<file path="src/rtl/wb_arbiter.sv">
// Write-back arbiter: round-robin between ALU (A) and load unit (B)
// into a single registered register-file write port.
module wb_arbiter #(
    parameter int DATA_W = 20,
    parameter int ADDR_W = 4
) (
    input  logic              clk,
    input  logic              rst,
    input  logic              a_valid,
    input  logic [DATA_W-1:0] a_data,
    input  logic [ADDR_W-1:0] a_addr,
    output logic              a_ready,
    input  logic              b_valid,
    input  logic [DATA_W-1:0] b_data,
    input  logic [ADDR_W-1:0] b_addr,
    output logic              b_ready,
    output logic              wr_en,
    output logic [ADDR_W-1:0] wr_addr,
    output logic [DATA_W-1:0] wr_data,
    input  logic              wr_ready,
    output logic              sel
);

    logic              r_wr_en;
    logic [ADDR_W-1:0] r_wr_addr;
    logic [DATA_W-1:0] r_wr_data;
    logic              r_sel;
    logic              r_last_grant;

    logic              w_can_accept;
    logic              w_a_ready;
    logic              w_b_ready;
    logic              w_in_xfer;
    logic              w_out_xfer;
    logic [ADDR_W-1:0] w_addr;
    logic [DATA_W-1:0] w_data;

    // Grant logic: free slot, then round-robin on ties (last_grant loses).
    always_comb begin
        w_can_accept = 1'b0;
        w_a_ready    = 1'b0;
        w_b_ready    = 1'b0;
        w_in_xfer    = 1'b0;
        w_out_xfer   = 1'b0;
        w_addr       = a_addr;
        w_data       = a_data;

        w_can_accept = !r_wr_en || wr_ready;
        w_a_ready    = !rst && w_can_accept && a_valid
                       && (!b_valid || r_last_grant);
        w_b_ready    = !rst && w_can_accept && b_valid
                       && (!a_valid || !r_last_grant);
        w_in_xfer    = w_a_ready || w_b_ready;
        w_out_xfer   = r_wr_en && wr_ready;
        if (w_b_ready) begin
            w_addr = b_addr;
            w_data = b_data;
        end
    end

    // Held write and round-robin pointer; writes to $zero are dropped.
    always_ff @(posedge clk) begin
        if (rst) begin
            r_wr_en      <= 1'b0;
            r_wr_addr    <= '0;
            r_wr_data    <= '0;
            r_sel        <= 1'b0;
            r_last_grant <= 1'b1;
        end else if (w_in_xfer) begin
            r_last_grant <= w_b_ready;
            if (w_addr != '0) begin
                r_wr_en   <= 1'b1;
                r_wr_addr <= w_addr;
                r_wr_data <= w_data;
                r_sel     <= w_b_ready;
            end else begin
                r_wr_en <= 1'b0;
            end
        end else if (w_out_xfer) begin
            r_wr_en <= 1'b0;
        end
    end

    assign a_ready = w_a_ready;
    assign b_ready = w_b_ready;
    assign wr_en   = r_wr_en;
    assign wr_addr = r_wr_addr;
    assign wr_data = r_wr_data;
    assign sel     = r_sel;

endmodule

</file>
<file path="config.mk">
export PLATFORM = sky130hd
export DESIGN_NAME = wb_arbiter
export DESIGN_NICKNAME = d
export VERILOG_FILES = /design/src/rtl/wb_arbiter.sv
export SDC_FILE = /design/constraint.sdc
export NUM_CORES = 1
export LEC_CHECK = 0
export ABC_AREA = 1
export BUFFER_PORTS_ARGS = -buffer_cell sky130_fd_sc_hd__buf_2
export CAP_MARGIN = 0
export CORE_MARGIN = 2
export CORE_UTILIZATION = 30
export DETAILED_ROUTE_END_ITERATION = 12
export PLACE_DENSITY = 0.62
export SLEW_MARGIN = 30
export SYNTH_ARGS = -nofsm -noshare
export SYNTH_HDL_FRONTEND = slang
export SYNTH_SLANG_ARGS = --single-unit
</file>
<file path="constraint.sdc">
create_clock -name clk -period 1.55 [get_ports clk]
set_input_delay 0.155 -clock clk [delete_from_list [all_inputs] [get_ports clk]]
set_output_delay 0.155 -clock clk [all_outputs]
set_load 0.1 [all_outputs]
</file>
==> results of run 1 <==
worst reg2reg max path, stage by stage (launching register included):
cell and delay, ns:
dfxtp_4 0.37, a21oi_4 0.16, nand2_4 0.10, nand2_2 0.07, nand2_2 0.08, nor2_4 0.15
nand2_4 0.13, clkbuf_16 0.19, a21oi_4 0.11, nor2_1 0.05
kinds of logic after synthesis:
family / count (synthesis)
compound gates: 50
simple gates: 113
flops: 27
buf+inv: 22
registers in the layout (all words and copies together) (netlist names):
signal and count:
r_last_grant 1, sel 1, wr_addr 4, wr_data 20
wr_en 1
power by group:
part	internal, W	switching (W)
combinational	0.000315	0.000792
sequential	0.000762	0.0000426
clock	0.000184	0.000224
total	0.00126	0.00106
layout by cell type (no fill, tap or decap), drive strengths merged:
cell type,count
o211ai,1
nor2,23
nand3,24
o21bai,1
clkinvlp,1
nand2,67
a21boi,20
a21oi,28
buf,95
dfxtp,27
inv,6
clkbuf,10
routing by layer:
metal  vias up  track usage [%]  part of all wire (%)
met5         -                0                     0
met4         0            2.424                  0.38
met3         2            3.429                   5.7
met2        55            23.91                    48
met1       736            17.61                    46
li1        882                -                     -
cell type report:
cell class              instances  area [um^2]
clock buffers                   4        45.04
fillers                       468         2285
inverters                       7        32.53
multi-input cells             164        978.4
flip-flops and latches         27        545.5
well taps                      54        67.56
repair buffers                101        738.2
through the flow:
step	total power (W)	std cells	TNS [ns]	hold WS, ns
after floorplan	0.001577	212	-0.4352	0.3408
after global placement	0.001778	341	0	0.4500
after detailed placement	0.001781	341	0	0.4537
after CTS	0.002191	345	0	0.1613
after global routing	0.002433	357	-0.7897	0.1826
final	0.002320	357	0	0.1761
repair_timing:
item	4_1_cts	5_1_grt
setup endpoints to repair	1	25
pin swaps	1	25
cloned	0	9
buffers inserted	0	3
resized for setup	1	43
hold buffers	0	0
how the worst max path moves through the flow:
stage | to | depth (start not counted) | from
3_3_place_gp | wr_data[16]$_SDFFE_PP0P_ | 11 | r_last_grant$_SDFFE_PP1P_
5_1_grt | wr_data[9]$_SDFFE_PP0P_ | 10 | wr_en$_SDFFE_PP0P_
2_1_floorplan | wr_data[10]$_SDFFE_PP0P_ | 10 | wr_en$_SDFFE_PP0P_
3_5_place_dp | wr_data[0]$_SDFFE_PP0P_ | 11 | r_last_grant$_SDFFE_PP1P_
4_1_cts | wr_data[0]$_SDFFE_PP0P_ | 9 | wr_en$_SDFFE_PP0P_
6_report | wr_data[0]$_SDFFE_PP0P_ | 9 | wr_en$_SDFFE_PP0P_
==> summary.txt, run 1 <==
top-count cell post-synth - nand2_1
Arr. time, crit path - 1.69 ns
Post-synth EDFFs - 0
syn_area_per_cell - 6.882 um^2
vias in the first global route - 1416
Top-Level Pins - 81
CP Capture Type - register
status - finished clean
final core area utilization - 51.31%
routed via count - 1675
Slew @ Worst Pin - 0.4939 ns
multiplexer share of the synthesized area - 0%
Post-Syn Area - 1459 um^2
predominant post-synthesis flop cell - dfxtp_1
Critical Path RT - 1.72 ns
Synth cell types - 19
Post-Synth Simple-Gate Area - 33.02%
CP peak stage delay - 0.37 ns
post-detail-place hpwl - 2.797 mm
std cell rows - 25
clk sinks - 27
Post-synth top cells - nand2_1, a21oi_1, dfxtp_1, nand3_1
CTS tree - built
crit-path leading delay family - simple AND/OR/NAND/NOR gates
post-synth top area cell - dfxtp_1
WS Path Type - register to register
leakage - 1.184 nW
worst path cell trace - a21oi_4, nand2_4, nand2_2, nand2_2, nor2_4, nand2_4, clkbuf_16, a21oi_4, nor2_1
Die X - 73.74 um
PwrDens - 963.8 nW/um^2
skew final - 0.004964 ns
Clk Latency, worst-skew pair - 0.27 ns
largest family of logic cells by synthesized area - simple AND/OR/NAND/NOR gates
first-pass GRT wire length - 5.975 mm
Clock Pin Slew Worst Setup and Hold Paths - 0.09 ns
min cycle time layout - 1.516 ns
Synth Net Count - 265
Final Hold Vio Count - 0
Post-Place Setup Slack - 0.02106 ns
DR DRC count - 0
share of cells above drive strength 1 - 51.16%
worst path bufs/invs - 1
Worst Hold Launch - rst
Max Slew Vio Count - 0
Synth Instances - 212
Critical Path Source Type - register
worst-case reg-to-reg path depth - 9
n_diodes - 0
Synth area leaders - dfxtp_1, nand2_1, a21boi_0
Post-synth ARST share - 0%
H-Tree Depth - 1
Root Driver - clkbuf_8
post-synthesis compound-gate area fraction - 21.70%
Core Box Area - 4692 um^2
unrepaired setup endpoints after global routing - yes
xor and xnor area share after synthesis - 0%
Post-Synth Adder-Cell Area - 0%
full die area - 5437 um^2
Max clock buf depth - 2
sequential fraction of the synthesis area - 37.05%
Placed Area - 1992 um^2
global-route usage over all layers - 13.86%
Yosys reg bits - 27
Total Nets Final - 357
DRT iter0 DRCs - 47
setup ws final - 0.03364 ns
Setup violations, final - 0
pin count of the biggest net entering global routing - 46
Worst Hold Class - primary input to register
total of max-cap violations - 0
Die Span Y - 73.74 um
share of the synthesized area in the top cell type - 37.05%
post-route ant nets - 0
Max VDD drop - 0.6866 mV
final WL - 4.485 mm
GPL Wtd Cong - 0.7328
Remaining Overflow, GRT - 0
Starting Density - 31.09%
wire per inst - 12.56 um
hold path depth - 2
Buffers on Ports - 80
Max transition margin - 67.30%
Syn. warnings - 0
antenna violations before repair - 0
Num CTS Buffers - 3
worst hold endpoint - sel$_SDFFE_PP0P_
Layout area overhead - 65.01%
CP max-delay cell - dfxtp_4
worst reg2reg startpoint - wr_en$_SDFFE_PP0P_
Final Cell Area - 2407 um^2
highest clock rate - 659.5 MHz
first-pass iteration count of the detailed router - 4
Final period util - 97.83%
Crit Path Max Fanout - 6
reg-to-reg slack, setup - 0.03 ns
RR Endpoint - wr_data[0]$_SDFFE_PP0P_
vias per inst - 4.692
No activity file was read; power rests on OpenSTA's default activity.
==> run 2: changes to the inputs <==
--- a/config.mk
+++ b/config.mk
@@ -11,7 +11,7 @@
 export CORE_MARGIN = 2
 export CORE_UTILIZATION = 30
 export DETAILED_ROUTE_END_ITERATION = 12
-export PLACE_DENSITY = 0.62
+export PLACE_DENSITY = 0.64
 export SLEW_MARGIN = 30
 export SYNTH_ARGS = -nofsm -noshare
 export SYNTH_HDL_FRONTEND = slang
==> constraint.sdc (replaced) <==
create_clock -name clk -period 1.2 [get_ports clk]
set_input_delay 0.12 -clock clk [delete_from_list [all_inputs] [get_ports clk]]
set_output_delay 0.12 -clock clk [all_outputs]
set_load 0.1 [all_outputs]
==> run 2 against run 1 <==
The flow now finishes with violations (setup timing). Via count is 1.7% higher. Core utilization rose by 6.0 points. Count of clock-buffer cells in the layout down 1. Total power up 38%. Setup slack got worse by 0.34 ns. Global-route usage up 0.78 points. Sequential power increased by 33%. First-iteration DRC count grew 13%. Flip-flop and latch count is the same. Cell count increased by 1.1%. Die area stayed put. Worst hold slack better by 0.024 ns. Critical path type is now register to output pin. Largest cell class unchanged. Highest routed layer unchanged.
==> summary.txt, run 2 (synthesis results as in run 1) <==
routed via count - 1703 (was 1675)
Arr. time, crit path - 1.38 ns (was 1.69 ns)
Buffers on Ports - 80 (unchanged)
Setup violations, final - 28 (was 0)
global-route usage over all layers - 14.63% (was 13.86%)
unrepaired setup endpoints after global routing - yes (unchanged)
Starting Density - 31.09% (unchanged)
std cell rows - 25 (unchanged)
post-route ant nets - 0 (unchanged)
wire per inst - 12.21 um (was 12.56 um)
CP Capture Type - output pin (was register)
Core Box Area - 4692 um^2 (unchanged)
PwrDens - 1194 nW/um^2 (was 963.8 nW/um^2)
Top-Level Pins - 81 (unchanged)
pin count of the biggest net entering global routing - 25 (was 46)
setup ws final - -0.3039 ns (was 0.03364 ns)
min cycle time layout - 1.504 ns
DRT iter0 DRCs - 53 (was 47)
highest clock rate - 665.0 MHz
leading cell types in the layout, fill and taps excluded - buf_2, nand2_1, dfxtp_1, buf_12 (was buf_2, nand2_1, dfxtp_1, a21boi_0, nor2_1)
cell total after placement - 350 (was 341)
n_diodes - 0 (unchanged)
post-detail-place hpwl - 3.139 mm (was 2.797 mm)
Num CTS Buffers - 3 (unchanged)
total of max-cap violations - 0 (unchanged)
Critical Path RT - 1.08 ns (was 1.72 ns)
Slew @ Worst Pin - 0.4877 ns (was 0.4939 ns)
full die area - 5437 um^2 (unchanged)
failing checks - setup timing
Max Slew Vio Count - 0 (unchanged)
Clk Latency, worst-skew pair - 0.27 ns (about the same)
final core area utilization - 57.28% (was 51.31%)
GPL Wtd Cong - 0.7580 (was 0.7328)
CTS tree - built (unchanged)
Root Driver - clkbuf_8 (unchanged)
Total Nets Final - 361 (was 357)
skew final - 0.004222 ns (was 0.004964 ns)
share of cells above drive strength 1 - 54.72% (was 51.16%)
Crit Path Max Fanout - 3 (was 6)
Max VDD drop - 0.6155 mV (was 0.6866 mV)
Remaining Overflow, GRT - 0 (unchanged)
commonest non-fill, non-tap cell in the layout - buf_2 (unchanged)
max FFs per register - 20 (unchanged)
status - finished, violations left (was finished clean)
Clock Pin Slew Worst Setup and Hold Paths - 0.10 ns (was 0.09 ns)
Max clock buf depth - 2 (unchanged)
Max transition margin - 67.71% (was 67.30%)
Final period util - 125.3%
Worst Hold Class - primary input to register (unchanged)
first-pass GRT wire length - 6.320 mm (was 5.975 mm)
Layout area overhead - 84.22% (was 65.01%)
DR DRC count - 0 (unchanged)
Die Span Y - 73.74 um (unchanged)
WS Path Type - register to output pin (was register to register)
vias in the first global route - 1430 (was 1416)
Final Hold Vio Count - 0 (unchanged)
Die X - 73.74 um (unchanged)
antenna violations before repair - 0 (unchanged)
Final Instance Count excl. Fillers - 361 (was 357)
first-pass iteration count of the detailed router - 4 (unchanged)
Critical Path Source Type - register (unchanged)
H-Tree Depth - 1 (unchanged)
final WL - 4.409 mm (was 4.485 mm)
clk sinks - 27 (unchanged)
Hold Buf Count CTS - 0 (unchanged)
vias per inst - 4.717 (was 4.692)
leakage - 1.234 nW (was 1.184 nW)
## run 2: cell type report
| type | count | area (um^2) |
|---|---|---|
| timing repair buffer | 106 | 988.4 |
| fill | 431 | 2004 |
| clock inverter | 1 | 5.005 |
| multi-input combinational | 163 | 1010 |
| sequential | 27 | 545.5 |
| inverter | 7 | 30.03 |
| tap | 54 | 67.56 |
| clock buffer | 3 | 41.29 |
## run 2: routing by layer
metal / global-route usage, % / vias to the layer above / routed length (um)
li1: - / 887 / -
met3: 2.195 / 2 / 155
met5: 0 / - / 0
met2: 25.89 / 41 / 2262
met4: 4.242 / 0 / 34
met1: 18.22 / 773 / 1956
## run 2: metrics by stage
stage / TNS, ns / setup slack (ns) / hold slack [ns] / power [W] / instance area [um^2]
after floorplan: -9.267 / -0.3566 / 0.3058 / 0.002107 / 1590
after global placement: -5.517 / -0.2331 / 0.4482 / 0.002579 / 2389
after detailed placement: -6.946 / -0.3025 / 0.4574 / 0.002595 / 2389
after CTS: -6.888 / -0.2821 / 0.2008 / 0.003143 / 2489
after global routing: -9.557 / -0.3678 / 0.2139 / 0.003359 / 2688
final: -7.215 / -0.3039 / 0.2004 / 0.003210 / 2688
## run 2: repair_timing
item	4_1_cts	5_1_grt
buffers inserted	3	2
gates resized for setup	2	36
pin swaps	0	26
cloned	0	2
endpoints found under the setup margin	28	37
## run 2: power by group
group          internal, W  switching (W)  total [W]
Clock             0.000233       0.000292   0.000525
Sequential        0.000985      0.0000872    0.00107
Combinational     0.000583        0.00103    0.00161
Total              0.00180        0.00141    0.00321
## run 2: worst paths after layout
kind	from	end	slack, ns	cells past startpoint
worst min register to register	sel$_SDFFE_PP0P_	sel$_SDFFE_PP0P_	0.47	2
worst min-delay path	a_data[19]	wr_data[19]$_SDFFE_PP0P_	0.20	5
worst max-delay path	wr_en$_SDFFE_PP0P_	a_ready	-0.30	6
worst max register to register	wr_en$_SDFFE_PP0P_	wr_data[4]$_SDFFE_PP0P_	-0.30	9
## run 2: worst max-delay path, stage by stage, from the launching register on
cell,delay (ns)
dfxtp_4,0.37
a21oi_4,0.16
buf_4,0.14
nand2_2,0.05
buf_4,0.14
clkinvlp_4,0.08
buf_12,0.17
==> run 3: changes to the inputs <==
==> constraint.sdc (replaced) <==
create_clock -name clk -period 1.25 [get_ports clk]
set_input_delay 0.125 -clock clk [delete_from_list [all_inputs] [get_ports clk]]
set_output_delay 0.125 -clock clk [all_outputs]
set_load 0.1 [all_outputs]
==> run 3 against run 2 <==
The flow still finishes with violations (setup timing). Flip-flop and latch count stayed put. Register-to-register slack hardly changed. Global-route usage is 0.30 points higher. Combinational power is 9% lower. Clock power is 1% lower. Core utilization is 1.1 points lower. Sequential share of layout area is 0.37 points higher. Highest routed layer unchanged.
==> summary.txt, run 3 (synthesis results as in run 1) <==
Setup violations, final - 29 (was 28)
clk sinks - 27 (unchanged)
n_diodes - 0 (unchanged)
Die Span Y - 73.74 um (unchanged)
most frequent cell on the critical path - nand2_1 (was buf_4)
setup ws final - -0.3134 ns (was -0.3039 ns)
Top-Level Pins - 81 (unchanged)
CP Capture Type - register (was output pin)
worst path cell trace - nand2_2, nand2_4, nor2_4, buf_4, clkbuf_16, nand2_1, a21boi_0, nand3_1, nand2_1, nor2_1 (was a21oi_4, buf_4, nand2_2, buf_4, clkinvlp_4, buf_12)
Layout area overhead - 80.53% (was 84.22%)
Arr. time, crit path - 1.78 ns (was 1.38 ns)
WS Path Type - register to register (was register to output pin)
Num CTS Buffers - 3 (unchanged)
status - finished, violations left (unchanged)
Placed Area - 2153 um^2 (was 2389 um^2)
Buffers on Ports - 80 (unchanged)
vias per inst - 4.804 (was 4.717)
std cell rows - 25 (unchanged)
Final Cell Area - 2634 um^2 (was 2688 um^2)
unrepaired setup endpoints after global routing - yes (unchanged)
Core Box Area - 4692 um^2 (unchanged)
leading cell types in the layout, fill and taps excluded - buf_2, nand2_1, dfxtp_1, a21oi_2, nor2_1 (was buf_2, nand2_1, dfxtp_1, buf_12)
Remaining Overflow, GRT - 0 (unchanged)
max FFs per register - 20 (unchanged)
DRT iter0 DRCs - 52 (was 53)
Root Driver - clkbuf_8 (unchanged)
Max VDD drop - 0.5879 mV (was 0.6155 mV)
full die area - 5437 um^2 (unchanged)
Crit Path Max Fanout - 9 (was 3)
leakage - 1.261 nW (was 1.234 nW)
CP peak stage delay - 0.37 ns (about the same)
final WL - 4.860 mm (was 4.409 mm)
Die X - 73.74 um (unchanged)
highest clock rate - 639.7 MHz
Multi-input gate area - 1099 um^2 (was 1010 um^2)
Max clock buf depth - 2 (unchanged)
commonest non-fill, non-tap cell in the layout - buf_2 (unchanged)
GPL Wtd Cong - 0.8223 (was 0.7580)
Slew @ Worst Pin - 0.4970 ns (was 0.4877 ns)
final core area utilization - 56.13% (was 57.28%)
global-route usage over all layers - 14.93% (was 14.63%)
Hold Buf Count CTS - 0 (unchanged)
DR DRC count - 0 (unchanged)
Total Nets Final - 368 (was 361)
Critical Path RT - 1.47 ns (was 1.08 ns)
routed via count - 1768 (was 1703)
first-pass GRT wire length - 6.320 mm (unchanged)
post-detail-place hpwl - 3.034 mm (was 3.139 mm)
antenna violations before repair - 0 (unchanged)
Max transition margin - 67.09% (was 67.71%)
min cycle time layout - 1.563 ns
H-Tree Depth - 1 (unchanged)
Clk Latency, worst-skew pair - 0.28 ns (was 0.27 ns)
Clock Pin Slew Worst Setup and Hold Paths - 0.10 ns (about the same)
vias in the first global route - 1393 (was 1430)
post-route ant nets - 0 (unchanged)
Register Area - 544.3 um^2 (was 545.5 um^2)
failing checks - setup timing (unchanged)
first-pass iteration count of the detailed router - 4 (unchanged)
PwrDens - 1139 nW/um^2 (was 1194 nW/um^2)
wire per inst - 13.21 um (was 12.21 um)
filler cell count - 436 (was 431)
Final Hold Vio Count - 0 (unchanged)
Critical Path Source Type - register (unchanged)
skew final - 0.006088 ns (was 0.004222 ns)
worst hold slack - 0.07955 ns (was 0.2004 ns)
pin count of the biggest net entering global routing - 26 (was 25)
total of max-cap violations - 0 (unchanged)
CTS tree - built (unchanged)
Max Slew Vio Count - 0 (unchanged)
CP max-delay cell - dfxtp_4 (unchanged)
Worst Hold Class - primary input to register (unchanged)
share of cells above drive strength 1 - 60.51% (was 54.72%)
Starting Density - 31.09% (unchanged)
Final period util - 125.1%
run 3: cell types whose count changed in the layout (fill, tap and decap cells not counted), sizes merged:
cell    previous run  this run
buf               95       105
clkbuf            14        10
clkinv             1         0
inv                6         7
nand2             66        67
run 3: routing by layer:
metal,vias to the layer above,track usage [%],part of all wire [%]
met5,-,0,0
li1,900,-,-
met2,68,23.81,49
met3,6,2.743,6.5
met1,794,19.78,43
met4,0,6.061,1.9
run 3: layout make-up:
type,count,area share (%)
Clock buffer,3,1.568
Tap cell,54,2.565
Sequential cell,27,20.67
Timing Repair Buffer,112,32.02
Multi-Input combinational cell,164,41.71
Inverter,7,1.235
Clock inverter,1,0.2375
run 3: worst paths after layout:
| path | from | end | slack [ns] | depth (start not counted) |
|---|---|---|---|---|
| hold reg to reg | sel$_SDFFE_PP0P_ | sel$_SDFFE_PP0P_ | 0.47 | 2 |
| setup reg to reg | wr_en$_SDFFE_PP0P_ | wr_data[4]$_SDFFE_PP0P_ | -0.31 | 10 |
| hold / removal | rst | wr_en$_SDFFE_PP0P_ | 0.08 | 2 |
| setup / recovery | wr_en$_SDFFE_PP0P_ | wr_data[4]$_SDFFE_PP0P_ | -0.31 | 10 |
run 3: what timing repair did:
item / 4_1_cts / 5_1_grt
cloned: 0 / 7
gates resized for setup: 15 / 42
setup endpoints to repair: 28 / 30
setup buffers: 1 / 6
pin swaps: 1 / 17
endpoints found under the hold margin: 0 / 0
run 3: worst max-delay path, delay by kind of cell (launching register included):
| kind | cells | cell delay (ns) |
|---|---|---|
| AOI/OAI and AO/OA | 1 | 0.12 |
| DFF | 1 | 0.37 |
| and+or+nand+nor | 7 | 0.71 |
| buffers and inverters | 2 | 0.32 |
run 3: where the power goes:
group          switching (W)  leakage [nW]  internal (W)
registers          0.0000599         0.223      0.000945
logic                0.00103          1.01      0.000446
clock network       0.000292        0.0260      0.000229
total                0.00138          1.26       0.00162
run 3: per-stage QoR:
stage | setup WS (ns) | instances | power [W] | TNS, ns
final | -0.3134 | 368 | 0.003000 | -7.773
after global routing | -0.4366 | 368 | 0.003143 | -10.79
after CTS | -0.2545 | 355 | 0.002864 | -6.024
after detailed placement | -0.2865 | 350 | 0.002312 | -6.610
after global placement | -0.2145 | 350 | 0.002302 | -4.744
after floorplan | -0.3164 | 212 | 0.002021 | -7.907
